--- config.mk ---
export PLATFORM = sky130hd
export DESIGN_NAME = multicycle_control
export DESIGN_NICKNAME = d
export VERILOG_FILES = /design/src/rtl/mips_pkg.sv /design/src/rtl/alu_decoder.sv /design/src/rtl/multicycle_control.sv
export SDC_FILE = /design/constraint.sdc
export NUM_CORES = 1
export LEC_CHECK = 0
export CORE_AREA = 2 2 46 48
export CTS_CLUSTER_DIAMETER = 30
export DETAILED_ROUTE_END_ITERATION = 8
export DIE_AREA = 0 0 48 50
export GPL_TIMING_DRIVEN = 1
export PLACE_DENSITY = 0.78
export SYNTH_ARGS = -nofsm -noshare
export SYNTH_HDL_FRONTEND = slang
export SYNTH_SLANG_ARGS = --single-unit
--- constraint.sdc ---
create_clock -name clk -period 1.8 [get_ports clk]
set_clock_uncertainty 0.15 [all_clocks]
set_input_delay 0.27 -clock clk [delete_from_list [all_inputs] [get_ports clk]]
set_output_delay 0.27 -clock clk [all_outputs]
set_load 0.005 [all_outputs]
--- src/rtl/mips_pkg.sv ---
// Shared encodings for the multicycle MIPS control path: ALU operation codes,
// opcode/funct constants, ALU control classes and the FSM state encoding.
package mips_pkg;

    localparam logic [3:0] ALU_AND = 4'd0;
    localparam logic [3:0] ALU_OR  = 4'd1;
    localparam logic [3:0] ALU_NOR = 4'd2;
    localparam logic [3:0] ALU_ADD = 4'd3;
    localparam logic [3:0] ALU_SUB = 4'd4;
    localparam logic [3:0] ALU_LUI = 4'd5;
    localparam logic [3:0] ALU_SLL = 4'd6;
    localparam logic [3:0] ALU_SRL = 4'd7;

    localparam logic [5:0] OP_RTYPE = 6'h00;
    localparam logic [5:0] OP_J     = 6'h02;
    localparam logic [5:0] OP_BEQ   = 6'h04;
    localparam logic [5:0] OP_BNE   = 6'h05;
    localparam logic [5:0] OP_ADDI  = 6'h08;
    localparam logic [5:0] OP_ANDI  = 6'h0C;
    localparam logic [5:0] OP_ORI   = 6'h0D;
    localparam logic [5:0] OP_LUI   = 6'h0F;
    localparam logic [5:0] OP_LW    = 6'h23;
    localparam logic [5:0] OP_SW    = 6'h2B;

    localparam logic [5:0] FN_SLL = 6'h00;
    localparam logic [5:0] FN_SRL = 6'h02;
    localparam logic [5:0] FN_ADD = 6'h20;
    localparam logic [5:0] FN_SUB = 6'h22;
    localparam logic [5:0] FN_AND = 6'h24;
    localparam logic [5:0] FN_OR  = 6'h25;
    localparam logic [5:0] FN_NOR = 6'h27;

    typedef enum logic [1:0] {
        ALUOP_ADD    = 2'd0,
        ALUOP_SUB    = 2'd1,
        ALUOP_FUNCT  = 2'd2,
        ALUOP_OPCODE = 2'd3
    } aluop_t;

    typedef enum logic [3:0] {
        S_FETCH     = 4'd0,
        S_DECODE    = 4'd1,
        S_MEM_ADDR  = 4'd2,
        S_MEM_READ  = 4'd3,
        S_MEM_WB    = 4'd4,
        S_MEM_WRITE = 4'd5,
        S_R_EXEC    = 4'd6,
        S_R_WB      = 4'd7,
        S_I_EXEC    = 4'd8,
        S_I_WB      = 4'd9,
        S_BRANCH    = 4'd10,
        S_JUMP      = 4'd11
    } state_t;

    // Shifts take their operand from rt, so ALUSrcA must select reg B.
    function automatic logic is_shift(input logic [5:0] funct);
        return (funct == FN_SLL) || (funct == FN_SRL);
    endfunction

endpackage

--- src/rtl/alu_decoder.sv ---
// Combinational ALU control: maps the FSM's ALU class plus opcode/funct onto
// the 4-bit ALU operation code and flags unsupported R-type functs.
module alu_decoder
    import mips_pkg::*;
(
    input  logic [5:0] opcode_i,
    input  logic [5:0] funct_i,
    input  aluop_t     alu_op_i,
    output logic [3:0] alu_operation_o,
    output logic       funct_valid_o
);

    logic [3:0] funct_op;
    logic [3:0] opcode_op;

    always_comb begin
        funct_op      = ALU_AND;
        funct_valid_o = 1'b1;
        case (funct_i)
            FN_ADD:  funct_op = ALU_ADD;
            FN_SUB:  funct_op = ALU_SUB;
            FN_AND:  funct_op = ALU_AND;
            FN_OR:   funct_op = ALU_OR;
            FN_NOR:  funct_op = ALU_NOR;
            FN_SLL:  funct_op = ALU_SLL;
            FN_SRL:  funct_op = ALU_SRL;
            default: funct_valid_o = 1'b0;
        endcase
    end

    always_comb begin
        opcode_op = ALU_ADD;
        case (opcode_i)
            OP_ANDI: opcode_op = ALU_AND;
            OP_ORI:  opcode_op = ALU_OR;
            OP_LUI:  opcode_op = ALU_LUI;
            default: opcode_op = ALU_ADD;
        endcase
    end

    always_comb begin
        alu_operation_o = ALU_ADD;
        case (alu_op_i)
            ALUOP_ADD:    alu_operation_o = ALU_ADD;
            ALUOP_SUB:    alu_operation_o = ALU_SUB;
            ALUOP_FUNCT:  alu_operation_o = funct_op;
            ALUOP_OPCODE: alu_operation_o = opcode_op;
            default:      alu_operation_o = ALU_ADD;
        endcase
    end

endmodule

--- src/rtl/multicycle_control.sv ---
// Multicycle MIPS control FSM: sequences instruction phases and drives every
// datapath enable, mux select and the ALU operation code.
//
// state       | meaning
// S_FETCH     | read instruction, load IR, PC <= PC+4
// S_DECODE    | branch target into ALUOut, dispatch on opcode
// S_MEM_ADDR  | effective address A + sign-ext imm
// S_MEM_READ  | data memory read (lw)
// S_MEM_WB    | memory data into rt (lw)
// S_MEM_WRITE | data memory write (sw)
// S_R_EXEC    | R-type ALU operation by funct
// S_R_WB      | ALU result into rd
// S_I_EXEC    | immediate ALU operation
// S_I_WB      | ALU result into rt
// S_BRANCH    | compare A-B, conditional PC <= ALUOut
// S_JUMP      | PC <= jump target
module multicycle_control
    import mips_pkg::*;
(
    input  logic       clk,
    input  logic       reset,
    input  logic [5:0] Opcode,
    input  logic [5:0] Funct,
    input  logic       Zero,
    output logic [3:0] ALUOperation,
    output logic [1:0] ALUSrcA,
    output logic [1:0] ALUSrcB,
    output logic       ImmZeroExt,
    output logic       PCWrite,
    output logic [1:0] PCSrc,
    output logic       IorD,
    output logic       MemRead,
    output logic       MemWrite,
    output logic       IRWrite,
    output logic       RegWrite,
    output logic       RegDst,
    output logic       MemtoReg,
    output logic       Illegal
);

    state_t     state_q, state_d;
    aluop_t     alu_class;
    logic       alu_en;
    logic [3:0] dec_operation;
    logic       funct_valid;

    always_ff @(posedge clk or negedge reset) begin
        if (!reset) state_q <= S_FETCH;
        else        state_q <= state_d;
    end

    // ALU class depends on state only, keeping the decoder free of loops.
    always_comb begin
        alu_class = ALUOP_ADD;
        alu_en    = 1'b0;
        case (state_q)
            S_FETCH, S_DECODE, S_MEM_ADDR: alu_en = 1'b1;
            S_R_EXEC, S_R_WB: begin
                alu_en    = 1'b1;
                alu_class = ALUOP_FUNCT;
            end
            S_I_EXEC, S_I_WB: begin
                alu_en    = 1'b1;
                alu_class = ALUOP_OPCODE;
            end
            S_BRANCH: begin
                alu_en    = 1'b1;
                alu_class = ALUOP_SUB;
            end
            default: ;
        endcase
    end

    alu_decoder u_alu_decoder (
        .opcode_i        (Opcode),
        .funct_i         (Funct),
        .alu_op_i        (alu_class),
        .alu_operation_o (dec_operation),
        .funct_valid_o   (funct_valid)
    );

    assign ALUOperation = (reset && alu_en) ? dec_operation : ALU_AND;

    always_comb begin
        state_d    = state_q;
        ALUSrcA    = 2'd0;
        ALUSrcB    = 2'd0;
        ImmZeroExt = 1'b0;
        PCWrite    = 1'b0;
        PCSrc      = 2'd0;
        IorD       = 1'b0;
        MemRead    = 1'b0;
        MemWrite   = 1'b0;
        IRWrite    = 1'b0;
        RegWrite   = 1'b0;
        RegDst     = 1'b0;
        MemtoReg   = 1'b0;
        Illegal    = 1'b0;
        case (state_q)
            S_FETCH: begin
                MemRead = 1'b1;
                IRWrite = 1'b1;
                ALUSrcB = 2'd1;
                PCWrite = 1'b1;
                state_d = S_DECODE;
            end
            S_DECODE: begin
                ALUSrcB = 2'd3;
                case (Opcode)
                    OP_LW, OP_SW:                    state_d = S_MEM_ADDR;
                    OP_RTYPE:                        state_d = S_R_EXEC;
                    OP_ADDI, OP_ANDI, OP_ORI, OP_LUI: state_d = S_I_EXEC;
                    OP_BEQ, OP_BNE:                  state_d = S_BRANCH;
                    OP_J:                            state_d = S_JUMP;
                    default: begin
                        Illegal = 1'b1;
                        state_d = S_FETCH;
                    end
                endcase
            end
            S_MEM_ADDR: begin
                ALUSrcA = 2'd1;
                ALUSrcB = 2'd2;
                state_d = (Opcode == OP_SW) ? S_MEM_WRITE : S_MEM_READ;
            end
            S_MEM_READ: begin
                MemRead = 1'b1;
                IorD    = 1'b1;
                state_d = S_MEM_WB;
            end
            S_MEM_WB: begin
                RegWrite = 1'b1;
                MemtoReg = 1'b1;
                state_d  = S_FETCH;
            end
            S_MEM_WRITE: begin
                MemWrite = 1'b1;
                IorD     = 1'b1;
                state_d  = S_FETCH;
            end
            S_R_EXEC: begin
                ALUSrcA = is_shift(Funct) ? 2'd2 : 2'd1;
                if (funct_valid) begin
                    state_d = S_R_WB;
                end else begin
                    Illegal = 1'b1;
                    state_d = S_FETCH;
                end
            end
            S_R_WB: begin
                RegWrite = 1'b1;
                RegDst   = 1'b1;
                state_d  = S_FETCH;
            end
            S_I_EXEC, S_I_WB: begin
                ALUSrcA    = 2'd1;
                ALUSrcB    = 2'd2;
                ImmZeroExt = (Opcode == OP_ANDI) || (Opcode == OP_ORI) || (Opcode == OP_LUI);
                RegWrite   = (state_q == S_I_WB);
                state_d    = (state_q == S_I_EXEC) ? S_I_WB : S_FETCH;
            end
            S_BRANCH: begin
                ALUSrcA = 2'd1;
                PCSrc   = 2'd1;
                PCWrite = (Opcode == OP_BNE) ? ~Zero : Zero;
                state_d = S_FETCH;
            end
            S_JUMP: begin
                PCWrite = 1'b1;
                PCSrc   = 2'd2;
                state_d = S_FETCH;
            end
            default: state_d = S_FETCH;
        endcase

        // Outputs are forced low for as long as reset is held.
        if (!reset) begin
            ALUSrcA    = 2'd0;
            ALUSrcB    = 2'd0;
            ImmZeroExt = 1'b0;
            PCWrite    = 1'b0;
            PCSrc      = 2'd0;
            IorD       = 1'b0;
            MemRead    = 1'b0;
            MemWrite   = 1'b0;
            IRWrite    = 1'b0;
            RegWrite   = 1'b0;
            RegDst     = 1'b0;
            MemtoReg   = 1'b0;
            Illegal    = 1'b0;
        end
    end

endmodule

==> impl_results.md <==
* RSZ-0062 raised after global routing: true
* Vias per inst at between 6 and 7
* CP Launch Type: flop
* Grt ovf at 0
* Status: finished, violations left
* Seq/Total Area, Yosys at between 10% and 20%
* Final slew viol count at 0
* Htree depth at 1
* Required time worst endpoint at approximately 1.4 ns
* Post-synthesis average cell area at around 6.5 um2
* DRC viols at 0
* Clock buffer count from CTS at 3
* ANT nets after route at 0
* CP Class: reg2out
* Period utilization at 122.8%
* Biggest register: state_q
* Number of global-route vias before repair at 1,347
* FF-to-FF setup slack at -0.10 ns
* First-pass GRT wire length at around 5900 um
* I/O Buffers at 33
* EDFF count, synth at 0
* Crit path max fanout at 3
* CTS sink cnt at 4
* Top_reg_cell synth: dfrtp_1
* Layout area overhead at 146.9%
* Wire per inst at around 25 um
* Hold Crit Class: in2async
* Share of synthesized registers carrying an async set or reset at between 90% and 100%
* Maximum clock rate at between 400 and 500 MHz
* Setup TNS at -3.446 ns
* CTS tree: built
* Leak at ~0.86 nW
* CTS clk-pin slew, worst paths at approximately 0.050 ns
* Area of the multi-input gates at between 800 and 900 um2
* Gate Count Post-Synth at 115
* Chip Height at 50 um
* Final Setup Violations at 21
* Clock latency on the worst-skew pair at ~0.25 ns
* DIE AREA at around 2400 um2
* Final Hold Fails at 0
* Layout cell share with drive strength beyond 1 at slightly below 70%
* CP arrival at between 1.5 and 2 ns
* Max FFs per register at 4
* Finished Core Util at 97.30%
* Setup ws final at -0.4109 ns
* Clk root buf: clkbuf_4
* Via count at approximately 1,600
* Initial antenna violation count at 0
* Core footprint at about 1900 um2
* 1st-pass router iterations at 5
* Die width at 48 um
* I/O pins at 35
* Clock buffer depth at 2
* PwrDens at 890.9 nW/um2
* Largest net degree at the start of global routing at 8
* Most frequent cells in the layout: buf_4 (42), buf_6 (20), buf_2 (19)
* Ys Warns at 0
* Register area at approximately 100 um2
* VDD IR-drop max at between 0.9 and 1 mV
* Biggest regs: state_q: 4 flops
* Layout fillers at 29
* Max-Cap Viols at 0
* Antenna diodes at 0
* Total wire length at 5857 um
* HPWL after DPL at roughly 2300 um
* Rows at 16
* Final #Nets at between 200 and 250
* Drt initial violations at around 160
* Library cells used by synthesis at 44
* Routability cong. at 0.9055
* Mapped cell area at 749.5 um2
* FF+latch count, synth at 4
* Failing checks: setup timing
* Initial Util at 39.41%
* Gr usage total at approximately 33%
* Syn Nets at between 100 and 150
* Fin crit period at between 2 and 2.5 ns
* Setup crit end kind: output pin
* Most common cell after layout, fill and taps aside: buf_4
[kinds of logic (layout without fill, tap and decap cells)]
| group | Yosys count | count (layout) | share of synthesized area, % |
|---|---|---|---|
| and+or+nand+nor | 71 | 71 | 52.09 |
| AOI/OAI and AO/OA | 29 | 29 | 27.04 |
| buffers and inverters | 8 | 101 | 4.509 |
| DFF | 4 | 4 | 13.36 |
| other | 1 | 1 | 0.5004 |
| xor gates and xnor gates | 1 | 1 | 1.169 |
| muxes | 1 | 1 | 1.336 |
[stage by stage]
step,power (mW),hold slack (ns),instance area [um2],setup slack [ns],cells
2_1_floorplan,0.4745,-0.1756,749.5,0.1172,115
3_3_place_gp,0.9087,0.4285,1385,-0.7965,207
3_5_place_dp,0.9392,0.4382,1385,-0.8531,207
4_1_cts,1.202,0.2969,1580,-0.2863,225
5_1_grt,1.690,0.1337,1851,-0.5078,235
6_report,1.649,0.1084,1851,-0.4109,235
[final timing paths]
| kind | endpoint | cells after the start | start |
|---|---|---|---|
| setup reg to reg | state_q[2] | 6 | state_q[3] |
| min in group clk | state_q[1] | 4 | Opcode[4] |
| hold reg to reg | state_q[3] | 2 | state_q[1] |
| setup / recovery | ALUOperation[2] | 5 | state_q[3] |
| hold / removal | state_q[3] | 4 | reset |
| max in group asynchronous | state_q[0] | 4 | reset |
[area by class of cell]
class | instances | area share, %
Multi-Input combinational cell | 103 | 48.21
Timing Repair Buffer | 96 | 42.73
Sequential cell | 4 | 5.477
Tap cell | 27 | 1.826
Clock buffer | 3 | 1.217
Inverter | 2 | 0.5409
[layer usage]
metal,track usage [%],part of all wire [%],vias up
met4,16.67,12,0
met5,0,0,-
met1,37.14,32,671
met3,5.128,13,88
li1,-,-,611
met2,57.33,43,183
[where the power goes]
group / internal [mW] / switching [mW]
logic: 0.707 / 0.655
registers: 0.117 / 0.0395
clock network: 0.0758 / 0.0544
[synth_stat cells (2+ instances only)]
cell type	number	area share, %
or3b_2	2	2.3
nor2b_1	4	3.3
a21oi_1	6	4.0
a211oi_1	2	2.0
nor2_1	14	7.0
nand2b_1	7	5.8
or2_2	3	2.5
dfrtp_1	4	13
inv_1	2	1.0
nor3_1	5	3.3
nand3b_1	2	2.0
nand2_1	16	8.0
clkbuf_1	5	2.5
a22oi_1	2	2.0
o31ai_1	3	3.0
a31oi_1	2	1.7
o21ai_0	4	2.7
nand3_1	3	2.0
o21a_1	2	2.0
or3_1	3	2.5
[worst max-delay path, stage by stage, from the launching register on]
cell	delay (ns)
dfrtp_1	0.41
nand3b_1	0.29
nor3_2	0.21
nand3_1	0.14
a221oi_2	0.32
buf_2	0.18
[what timing repair did]
item,4_1_cts,5_1_grt
hold endpoints to repair,0,2
pin swaps,22,21
resized for setup,137,57
buffers inserted,15,9
setup endpoints to repair,22,18
hold buffers,0,1
(Power assumes the default switching activity.)
